`src/rtl/reg_wb_arbiter.sv`:
```
// reg_wb_arbiter
//   Write-port arbiter and single-load scoreboard for a 2**D x W register
//   file. Shares the one write port between ALU writeback and memory load
//   returns. A one-entry skid buffer absorbs ALU/load collisions, and Stall
//   holds decode on read-after-load, write-after-load and port conflicts.
//
//   Optional feature macro: REG_WB_TIMEOUT_EN (load-return timeout + LoadErr).
//
// Ports
//   Clk, Reset           : clock, synchronous active-high reset
//   AluWe/AluWaddr/AluData : ALU writeback request
//   LoadIssue/LoadDest   : load issue and its destination register
//   MemValid/MemData     : load return data
//   RenA/RenB/RaddrA/B   : decode read-port usage, for hazard detection
//   WriteEn/Waddr/DataIn : register file write port (combinational)
//   Stall                : hold decode/issue (combinational)
//   LoadBusy             : a load is outstanding (registered)
//   LoadErr              : one-cycle pulse on load timeout (registered)
module reg_wb_arbiter #(
    parameter int W       = 8,
    parameter int D       = 4,
    parameter int TIMEOUT = 15
) (
    input  logic         Clk,
    input  logic         Reset,
    input  logic         AluWe,
    input  logic [D-1:0] AluWaddr,
    input  logic [W-1:0] AluData,
    input  logic         LoadIssue,
    input  logic [D-1:0] LoadDest,
    input  logic         MemValid,
    input  logic [W-1:0] MemData,
    input  logic         RenA,
    input  logic         RenB,
    input  logic [D-1:0] RaddrA,
    input  logic [D-1:0] RaddrB,
    output logic         WriteEn,
    output logic [D-1:0] Waddr,
    output logic [W-1:0] DataIn,
    output logic         Stall,
    output logic         LoadBusy,
    output logic         LoadErr
);

    typedef enum logic {IDLE, WAIT_MEM} state_t;

    state_t       state_q, state_d;
    logic [D-1:0] dest_q, dest_d;
    logic         skid_v_q, skid_v_d;
    logic [D-1:0] skid_addr_q, skid_addr_d;
    logic [W-1:0] skid_data_q, skid_data_d;

    logic waiting, load_ret, alu_acc, issue_acc, timeout;
    logic rd_hit_dest, rd_hit_skid;

`ifdef REG_WB_TIMEOUT_EN
    localparam int CW = $clog2(TIMEOUT + 1);
    logic [CW-1:0] cnt_q, cnt_d;
    logic          err_q, err_d;
`else
    logic [31:0] timeout_unused;
    assign timeout_unused = TIMEOUT;
`endif

    always_comb begin
        waiting     = (state_q == WAIT_MEM);
        load_ret    = waiting && MemValid;
        rd_hit_dest = (RenA && RaddrA == dest_q) || (RenB && RaddrB == dest_q);
        rd_hit_skid = (RenA && RaddrA == skid_addr_q) || (RenB && RaddrB == skid_addr_q);

        // Any stalled request is simply not accepted this cycle; upstream
        // holds it stable and retries.
        Stall = !Reset && ((waiting && rd_hit_dest) ||
                           (skid_v_q && rd_hit_skid) ||
                           (waiting && AluWe && AluWaddr == dest_q) ||
                           (waiting && LoadIssue && !MemValid) ||
                           (load_ret && AluWe && skid_v_q));
        alu_acc   = AluWe && !Stall;
        issue_acc = LoadIssue && !Stall;

        // Write port: load return > skid drain > ALU passthrough.
        WriteEn = 1'b0;
        Waddr   = '0;
        DataIn  = '0;
        if (!Reset) begin
            if (load_ret) begin
                WriteEn = 1'b1;
                Waddr   = dest_q;
                DataIn  = MemData;
            end else if (skid_v_q) begin
                WriteEn = 1'b1;
                Waddr   = skid_addr_q;
                DataIn  = skid_data_q;
            end else if (alu_acc) begin
                WriteEn = 1'b1;
                Waddr   = AluWaddr;
                DataIn  = AluData;
            end
        end

        // Skid: capture on collision; while draining, a new ALU write
        // refills it so ALU writes land in issue order.
        skid_v_d    = skid_v_q;
        skid_addr_d = skid_addr_q;
        skid_data_d = skid_data_q;
        if (load_ret || skid_v_q) begin
            if (alu_acc) begin
                skid_v_d    = 1'b1;
                skid_addr_d = AluWaddr;
                skid_data_d = AluData;
            end else if (!load_ret) begin
                skid_v_d = 1'b0;
            end
        end

        state_d = state_q;
        dest_d  = dest_q;
        timeout = 1'b0;
`ifdef REG_WB_TIMEOUT_EN
        timeout = waiting && !MemValid && (cnt_q == CW'(TIMEOUT - 1));
`endif
        case (state_q)
            IDLE: begin
                if (issue_acc) begin
                    state_d = WAIT_MEM;
                    dest_d  = LoadDest;
                end
            end
            WAIT_MEM: begin
                if (MemValid) begin
                    if (issue_acc) dest_d = LoadDest;
                    else           state_d = IDLE;
                end else if (timeout) begin
                    state_d = IDLE;
                end
            end
            default: state_d = IDLE;
        endcase

`ifdef REG_WB_TIMEOUT_EN
        // Counter restarts on every new load, including back-to-back issue.
        cnt_d = cnt_q;
        if (state_d == WAIT_MEM && (!waiting || load_ret)) cnt_d = '0;
        else if (waiting && !MemValid)                     cnt_d = cnt_q + CW'(1);
        err_d = timeout;
`endif
    end

    always_ff @(posedge Clk) begin
        if (Reset) begin
            state_q     <= IDLE;
            dest_q      <= '0;
            skid_v_q    <= 1'b0;
            skid_addr_q <= '0;
            skid_data_q <= '0;
`ifdef REG_WB_TIMEOUT_EN
            cnt_q       <= '0;
            err_q       <= 1'b0;
`endif
        end else begin
            state_q     <= state_d;
            dest_q      <= dest_d;
            skid_v_q    <= skid_v_d;
            skid_addr_q <= skid_addr_d;
            skid_data_q <= skid_data_d;
`ifdef REG_WB_TIMEOUT_EN
            cnt_q       <= cnt_d;
            err_q       <= err_d;
`endif
        end
    end

    assign LoadBusy = (state_q == WAIT_MEM);
`ifdef REG_WB_TIMEOUT_EN
    assign LoadErr = err_q;
`else
    assign LoadErr = 1'b0;
`endif

endmodule

```
`config.mk`:
```
export PLATFORM = sky130hd
export DESIGN_NAME = reg_wb_arbiter
export DESIGN_NICKNAME = d
export VERILOG_FILES = /design/src/rtl/reg_wb_arbiter.sv
export SDC_FILE = /design/constraint.sdc
export NUM_CORES = 1
export LEC_CHECK = 0
export ABC_AREA = 1
export CORE_UTILIZATION = 45
export CTS_BUF_LIST = sky130_fd_sc_hd__clkbuf_8 sky130_fd_sc_hd__clkbuf_16
export DETAILED_ROUTE_END_ITERATION = 8
export GPL_ROUTABILITY_DRIVEN = 0
export HOLD_SLACK_MARGIN = 0.08
export PLACE_DENSITY = 0.79
export SYNTH_ARGS = -nofsm -noshare
export SYNTH_HDL_FRONTEND = slang
export SYNTH_SLANG_ARGS = --single-unit
```
`constraint.sdc`:
```
create_clock -name Clk -period 1.81 [get_ports Clk]
set_input_delay 0.2715 -clock Clk [delete_from_list [all_inputs] [get_ports Clk]]
set_output_delay 0.2715 -clock Clk [all_outputs]
set_load 0.01 [all_outputs]
```
# Word level (Yosys, flattened, before mapping)
# Index checks and enable logic that the tools add are counted.
[op_classes] add_sub_neg=0 multipliers=0 div_mod_pow=0 order_cmp=0 eq_ne=7 n_shift=0 n_mux=20 bitwise_logic=1 n_reduce_logical=28
[op_table] operator="$mux W8" n=4
[op_table] operator="$mux W4" n=6
[op_table] operator="$eq A4 B4 Y1" n=5
[op_table] operator="$logic_and A1 B1 Y1" n=16
[op_table] operator="$mux W1" n=8
[op_table] operator="$pmux W4 S2" n=1
[op_table] operator="$logic_or A1 B1 Y1" n=7
[op_table] operator="$reduce_and A2 Y1" n=2
[op_table] operator="$logic_not A1 Y1" n=3
[op_table] operator="$ne A2 B1 Y1 const B" n=1
[op_table] operator="$ne A2 B2 Y1 const B" n=1
[op_table] operator="$pmux W1 S2" n=1
[op_table] operator="$not A1 Y1" n=1
[totals] ff_bits=18 latchBits=0 ram_bits=0 rom_bits=0 inputBits=39 output_inout_bits=16 memories=0

# Longest topological paths before layout
[depth] ltp_word=15 ltp_mapped=14 mapped_depth_nobuf=13

# Worst setup path after synthesis
# Ideal clock, no wire load.
[synth_timing] kind="reg2out" startpoint="register state_q (netlist: LoadBusy)" endpoint="output Waddr[1]" arrival_time_ns=1.464 required_ns=1.539 path_slack_ns=0.074 stages_incl_launch_ff=10 path_buffers=2 path_cell_list="dfxtp_1 > nand2_1 > inv_1 > buf_2 > nor2_1 > inv_2 > buf_6 > nor2_1 > nand3_1 > a21oi_1"
[synth_between] elab_chain_len=12
[synth_lines] element="start: declaration" line="47" source="state_t state_q, state_d;"
[synth_lines] element="start signal: assignment" line="161" source="state_q <= state_d;"
[synth_lines] element="$logic_and A1 B1 Y1 (on tied branches)" line="73, 75"
[synth_lines] element="$logic_or A1 B1 Y1 or $logic_and A1 B1 Y1 (tied branches)" line="73, 75"
[synth_lines] element="$logic_or A1 B1 Y1" line="74" source="(skid_v_q && rd_hit_skid) ||"
[synth_lines] element="$logic_or A1 B1 Y1" line="75" source="(waiting && AluWe && AluWaddr == dest_q) ||"
[synth_lines] element="$logic_or A1 B1 Y1" line="76" source="(waiting && LoadIssue && !MemValid) ||"
[synth_lines] element="$logic_and A1 B1 Y1" line="73" source="Stall = !Reset && ((waiting && rd_hit_dest) ||"
[synth_lines] element="$logic_not A1 Y1" line="78" source="alu_acc = AluWe && !Stall;"
[synth_lines] element="$logic_and A1 B1 Y1" line="78"
[synth_lines] element="$mux W4" line="94" source="end else if (alu_acc) begin"
[synth_lines] element="$mux W4" line="90" source="end else if (skid_v_q) begin"
[synth_lines] element="$mux W4 (*)" line="86" source="if (load_ret) begin"
[synth_lines] element="$mux W4 (*)" line="85" source="if (!Reset) begin"
[synth_lines] element="end: declaration" line="38" source="output logic [D-1:0] Waddr,"
# Mark *: on every way between the ends. The rest lies on a longest branch, timed or not.

# Worst setup path in the final report
[layout_timing] startpoint="register dest_q[2]" endpoint="output Waddr[0]"
[layout_between] elab_chain_len=15
[layout_lines] element="start: declaration" line="48" source="logic [D-1:0] dest_q, dest_d;"
[layout_lines] element="start signal: assignment" line="162" source="dest_q <= dest_d;"
[layout_lines] element="$eq A4 B4 Y1" line="68" source="rd_hit_dest = (RenA && RaddrA == dest_q) || (RenB && RaddrB == dest_q);"
[layout_lines] element="$logic_and A1 B1 Y1" line="68"
[layout_lines] element="$logic_or A1 B1 Y1" line="68"
[layout_lines] element="$logic_and A1 B1 Y1" line="73"
[layout_lines] element="$logic_or A1 B1 Y1" line="73"
[layout_lines] element="$logic_or A1 B1 Y1 (*)" line="74"
[layout_lines] element="$logic_or A1 B1 Y1 (*)" line="75"
[layout_lines] element="$logic_or A1 B1 Y1 (*)" line="76"
[layout_lines] element="$logic_and A1 B1 Y1 (*)" line="73"
[layout_lines] element="$logic_not A1 Y1 (*)" line="78"
[layout_lines] element="$logic_and A1 B1 Y1 (*)" line="78"
[layout_lines] element="$mux W4 (*)" line="94"
[layout_lines] element="$mux W4 (*)" line="90"
[layout_lines] element="$mux W4 (*)" line="86"
[layout_lines] element="$mux W4 (*)" line="85"
# Marked as above.

==> insert_results.sql <==
INSERT INTO impl_metrics (metric_group, metric, value, unit) VALUES
('worst_setup_path', 'required', '1540', 'ps'),
('grt', 'grt_pass1_vias', '2014', ''),
('status', 'failed_checks', 'setup timing', ''),
('sta', 'setup_viol_count_final', '30', ''),
('placement', 'placement.io_buffers', '53', ''),
('worst_setup_path', 'crit_path_largest_cell_delay', '360', 'ps'),
('pwr', 'total_leakage_power', '1.41', 'nW'),
('pwr', 'netSwitchingFraction', '35.1', '%'),
('pwr', 'ir_worst_vdd', '0.343', 'mV'),
('routing', 'wirelength_met1', '2480', 'um'),
('worst_setup_path', 'worstPathArrival', '1900', 'ps'),
('worst_setup_path', 'crit_family', 'simple AND/OR/NAND/NOR gates', ''),
('sta', 'rsz0062_at_grt', 'true', ''),
('final_layout', 'stdcell_area', '0.00272', 'mm^2'),
('clock_tree', 'clock_sinks', '18', ''),
('logic_synthesis', 'synth-seq-cells', '18', ''),
('sta', 'clock_skew', '9.78', 'ps'),
('worst_setup_path', 'worst_setup_path_end_kind', 'output pin', ''),
('pwr', 'share_seq_of_total_power', '32.7', '%'),
('routing', 'drt_iter0_markers', '193', ''),
('final_layout', 'final-instance-count-excl-fill', '446', ''),
('die', 'start_util', '48.2', '%'),
('sta', 'hold-worst-slack', '527', 'ps'),
('routing', 'post_route_ant_nets', '0', ''),
('final_layout', 'nets', '440', ''),
('final_layout', 'final_util', '79.6', '%'),
('die', 'io_pins', '55', ''),
('pwr', 'netSwitchingPower', '0.000477', 'W'),
('sta', 'final.period_utilization', '120', '%'),
('logic_synthesis', 'postSynthCellCount', '306', ''),
('pwr', 'powerDensity', '500', 'mW/mm^2'),
('routing', 'detail_route.first_pass.iterations', '6', ''),
('logic_synthesis', 'synth.avg_cell_area', '5.38', 'um^2'),
('routing', 'met2RoutedLength', '2920', 'um'),
('die', 'std_cell_rows', '21', ''),
('die', 'core_region_area', '0.00342', 'mm^2'),
('clock_tree', 'tritoncts', 'done', ''),
('final_layout', 'layout.filler_cells', '242', ''),
('clock_tree', 'cts_inserted_buffers', '3', ''),
('grt', 'grt_overflow_total', '0', ''),
('hold_path', 'worst_hold_startpoint', 'skid_data_q[6]$_SDFFE_PP0P_', ''),
('worst_setup_path', 'cp-startpoint', 'dest_q[2]$_SDFFE_PP0P_', ''),
('logic_synthesis', 'netlist_area', '0.00165', 'mm^2'),
('die', 'die_height', '62.5', 'um'),
('final_layout', 'storage_element_area', '375', 'um^2'),
('logic_synthesis', 'yosysUniqueCellTypes', '23', ''),
('routing', 'via_per_inst', '5.04', ''),
('routing', 'vias', '2246', ''),
('final_layout', 'post_route_cells_drive_above_1_share', '28.7', '%'),
('pwr', 'share_clk_of_total_power', '26.7', '%'),
('routing', 'detail_route.wirelength', '5970', 'um'),
('worst_setup_path', 'timing.setup.critical_path_class', 'flip-flop to output pin', ''),
('logic_synthesis', 'mappedNetlistNets', '345', ''),
('flow_run', 'drv_cap', '0', ''),
('clock_tree', 'ctsLongestPathBuffers', '2', ''),
('worst_setup_path', 'cpMostUsedCell', 'nand3_2', ''),
('die', 'floorplan.die.width', '62.5', 'um'),
('pwr', 'p_comb_share', '40.7', '%'),
('grt', 'grt_first_pass_wirelength', '9110', 'um'),
('routing', 'detail_routed_net_length_per_standard_cell', '13.4', 'um'),
('sta', 'final_period_minus_worst_setup_slack', '2180', 'ps'),
('final_layout', 'area.growth.synth_to_final', '65.2', '%'),
('pwr', 'fin_total_pwr', '0.00136', 'W'),
('status', 'run_status', 'complete, but fails checks', ''),
('worst_setup_path', 'start_kind', 'flip-flop', ''),
('grt', 'antenna_found_initial', '0', ''),
('die', 'dieArea', '0.00390', 'mm^2'),
('clock_tree', 'later_pin_clock_latency_in_the_skew_report', '270', 'ps'),
('sta', 'drv_slew', '0', ''),
('sta', 'layout_setup_ws', '-366', 'ps'),
('final_layout', 'antenna_cells', '0', '');
==> cells in the final DEF (no fill, tap or decap), drive strengths merged <==
cell           netlist  layout
clkdlybuf4s50        0      23
dlygate4sd2          0      16
inv                 72      73
dfxtp               18      18
buf                 11      62
xor2                 1       1
o22ai                4       4
conb                 1       1
nand2               77      79
o21ai               15      15
nand4               16      16
nand3               22      22
a21oi               16      16
nor2                44      44
xnor2                4       4
clkbuf               4       5
clkinv               1       1
==> kinds of logic after synthesis <==
logic type,synth area share [%]
other,0.228
XOR/XNOR,2.66
buffers and inverters,22.5
AND/OR/NAND/NOR,41.7
flip-flops,21.9
AO/OA/AOI/OAI,11.0
==> per-stage QoR <==
stage,worst slack [ps],TNS (ps)
floorplan,74.2,0
global placement,-862,-15740
detailed placement,-895,-17030
CTS,-264,-3150
global route,-429,-8560
finish,-366,-5710
==> synthesized netlist by cell type <==
| cell type | count | area share, % |
|---|---|---|
| nand2_2 | 1 | 0.38 |
| nand3_1 | 21 | 6.4 |
| o21ai_0 | 12 | 3.7 |
| o22ai_1 | 4 | 1.5 |
| nand4_1 | 16 | 6.1 |
| o21ai_1 | 3 | 0.91 |
| buf_4 | 4 | 1.8 |
| conb_1 | 1 | 0.23 |
| inv_2 | 2 | 0.46 |
| xnor2_1 | 4 | 2.1 |
| clkbuf_1 | 4 | 0.91 |
| inv_1 | 70 | 16 |
| xor2_1 | 1 | 0.53 |
| nand3_4 | 1 | 1.1 |
| buf_1 | 2 | 0.46 |
| nand2_4 | 1 | 0.68 |
| a21oi_1 | 16 | 4.9 |
| buf_6 | 3 | 2.1 |
| buf_2 | 2 | 0.61 |
| nor2_1 | 44 | 10 |
| dfxtp_1 | 18 | 22 |
| clkinv_1 | 1 | 0.23 |
| nand2_1 | 75 | 17 |
==> registers in the layout (all words and copies together) (netlist names) <==
name and flops:
skid_data_q 8, skid_v_q 1, dest_q 4, skid_addr_q 4
LoadBusy 1
==> routing by layer <==
metal | track usage (%) | up-vias
met3 | 3.65 | 19
met4 | 11.3 | 0
met1 | 35.2 | 1011
li1 | - | 1118
met2 | 51.6 | 98
met5 | 0 | -
==> power groups by stage <==
stage,Sequential [W],Clock [W],Combinational [W]
detailed placement,0.000449,0,0.000466
global placement,0.000448,0,0.000460
finish,0.000444,0.000363,0.000554
floorplan,0.000446,0,0.000243
global route,0.000448,0.000373,0.000599
CTS,0.000444,0.000352,0.000495
==> worst register-to-register path: stages (launching register included) <==
cell and delay [ps]:
dfxtp_4 360, xor2_1 240, nor2_1 80, nand3_1 90
nand3_2 80, nand2_2 100, nand2_4 80, buf_12 140
nand2_8 60, buf_6 100, buf_6 110, nand3_4 170
nand2_1 120, inv_1 40, nor2_1 110
==> final timing paths <==
path | endpoint | slack [ps] | cells past startpoint
max reg2reg | skid_addr_q[1]$_SDFFE_PP0P_ | -110 | 14
min reg2reg | skid_data_q[6]$_SDFFE_PP0P_ | 530 | 4
max | Waddr[0] | -370 | 11
min | skid_data_q[6]$_SDFFE_PP0P_ | 530 | 4
==> repair_timing <==
action                                  4_1_cts  5_1_grt
gates cloned                                  3        1
gates resized for setup                     113       21
pin swaps                                    16       17
endpoints found under the setup margin       30       29
setup buffers                                 7        6
==> layout make-up <==
class                   count  share of cell area [%]
clock buffers               4                    2.02
repair buffers            102                    32.2
well taps                  46                    2.12
multi-input cells         202                    39.3
flip-flops and latches     18                    13.8
repair inverters            1                   0.230
inverters                  73                    10.4
Note: power is estimated with default switching activity, not from simulation.
==> RTL change: new RTL, config.mk and constraints unchanged <==
Reset style: asynchronous (`Reset`), changed in one clocked block. Comments in the files are not updated.
--- a/src/rtl/reg_wb_arbiter.sv
+++ b/src/rtl/reg_wb_arbiter.sv
@@ -147,5 +147,5 @@
     end
 
-    always_ff @(posedge Clk) begin
+    always_ff @(posedge Clk or posedge Reset) begin
         if (Reset) begin
             state_q     <= IDLE;
Function: differs if Reset is asserted again (counterexample within 4 cycles, from zero or initial values and one cycle with Reset high); with Reset held inactive, the same outputs for 10 cycles.
==> RTL change against the original RTL <==
  * The flow still finishes with violations (setup timing)
  * Count of clock-buffer cells in the layout is 1 lower
  * Routed wire length is 7.3% lower
  * Non-clock buffer count is 9 lower
  * Final area is 3.7% lower
  * Area after synthesis is 2.4% lower
  * Sequential cell count stayed put
  * Synthesized cell count is 12% lower
  * Setup slack worse by 67 ps
  * Clock skew is 3.6 ps lower
  * Register-to-register slack better by 30 ps
  * Critical path type is now input pin to output port
  * Critical endpoint unchanged
  * Highest routed layer unchanged
Power is not compared: it rests on default switching activity, and its combinational part moved more than twofold at a synthesized area within 25%.
==> RTL change: results (changes against the original RTL) <==
Worst-Skew Late Latency=260 ps; DR vias/cell=5.28 (was 5.04); LEAKAGE=around 1.4 nW; clk slew on worst S/H paths=70 ps (was 90 ps); syn_nets=309 (was 345); YS warnings=0 (unchanged); vias in the first global route=1,638 (was 2,014); Initial DRT Pass Iterations=5 (was 6); worst r2r src=skid_addr_q[0] (was dest_q[2]); DPL Wire Length=3.42 mm (was 3.57 mm); Netlist cell types=22 (was 23); violated checks=setup timing (unchanged); Port-buffer cells=53 (unchanged); Worst-Margin Slew=around 520 ps; Final nets=395 (was 440); Fin Clk Skew=6.16 ps (was 9.78 ps); main area contributors after synthesis=dfrtp_1 28%, nand2_1 20%, inv_1 9.4% (was dfxtp_1 22%, nand2_1 17%, inv_1 16%); share of layout cells above drive strength 1=0.308 (was 0.288); DP Area=2350 µm² (was 2410 µm²); Worst Slack Setup Final=-433 ps (was -366 ps); Max VDD drop=0.557 mV; Clock Tree Buf Depth=2 (unchanged); GRT Util Overall=0.271 (was 0.290); outcome=complete, but fails checks (unchanged); Seq/Total Area, Yosys=0.281 (was 0.219); Crit Path Max Fanout=19 (was 6); largest net degree at the start of global routing=26 (was 22); top cells by count, synth=84 x nand2_1, 40 x inv_1, 28 x nor2_1 (was 75 x nand2_1, 70 x inv_1, 44 x nor2_1); Hold Crit Class=input pin to flip-flop (was flip-flop to flip-flop); # setup viols final=20 (was 30); drt wl/cell=13.8 µm (was 13.4 µm); pre-CTS WS=-894 ps (was -895 ps); initial antenna violation count=1 (was 0); drt initial violations=205 (was 193); Worst Setup SP=Reset (was dest_q[2]); worst path arrival time=1970 ps (was 1900 ps); biggest regs=skid_data_q: 8 flops, dest_q: 4 flops, skid_addr_q: 4 flops (unchanged); hold path startpoint=AluWaddr[3] (was skid_data_q[6]); ys async rst share=1.00 (was 0); Root Buffer=clkbuf_8 (unchanged); CTS HTree Levels=1 (unchanged); Num CTS Buffers=3 (unchanged); first-pass GRT wire length=7.56 mm (was 9.11 mm); # fillers=257 (was 242)
[RTL change: worst paths after layout]
check / to / slack, ps / cells past startpoint
max reg2reg: dest_q[3] / -80 / 14
max in group asynchronous: skid_addr_q[2] / 630 / 4
max: Waddr[0] / -430 / 6
min in group asynchronous: skid_data_q[4] / 830 / 3
min: skid_addr_q[3] / 470 / 3
min reg2reg: skid_data_q[7] / 470 / 2
[RTL change: layer usage]
layer | track usage | vias to the layer above | routed length [µm]
li1 | - | 1028 | -
met1 | 0.375 | 981 | 2350
met2 | 0.427 | 93 | 2730
met3 | 0.0435 | 14 | 343
met4 | 0.105 | 0 | 110
met5 | 0 | - | 0
[RTL change: report_power, final]
part	internal, mW	total [mW]	switching, mW
Sequential	0.529	0.661	0.132
Clock	0.148	0.286	0.138
Combinational	0.564	1.21	0.648
Total	1.24	2.16	0.918
[RTL change: logic make-up after synthesis]
kind of cell / after synthesis / share of synthesized area
AND/OR/NAND/NOR: 152 / 0.415
buffers and inverters: 57 / 0.157
AO/OA/AOI/OAI: 37 / 0.118
flip-flops: 18 / 0.281
XOR/XNOR: 5 / 0.0273
other: 1 / 0.00234
[RTL change: per-stage QoR]
stage | setup TNS [ps] | utilization | std cells
finish | -5240 | 0.773 | 401
global route | -7860 | 0.773 | 401
CTS | -6030 | 0.711 | 395
detailed placement | -16670 | 0.694 | 388
global placement | -15680 | 0.694 | 388
floorplan | 0 | - | 270
[RTL change: area by class of cell]
cell class	instances	area, µm²	area share
repair buffers	93	806	0.308
flip-flops and latches	18	454	0.173
multi-input cells	198	1100	0.420
diodes	1	2.50	0.000956
clock buffers	3	41.3	0.0158
well taps	46	57.6	0.0220
inverters	42	158	0.0602
[RTL change: critical path, cell delays in order]
cell             delay (ps)
clkdlybuf4s50_1         440
inv_1                   410
buf_4                   340
o21ai_0                 200
a21oi_2                 160
buf_2                   150
[RTL change: repair_timing]
action,in CTS,in global routing
resized for setup,83,44
setup endpoints to repair,18,32
cloned,2,2
pin swaps,6,17
buffers inserted,2,3
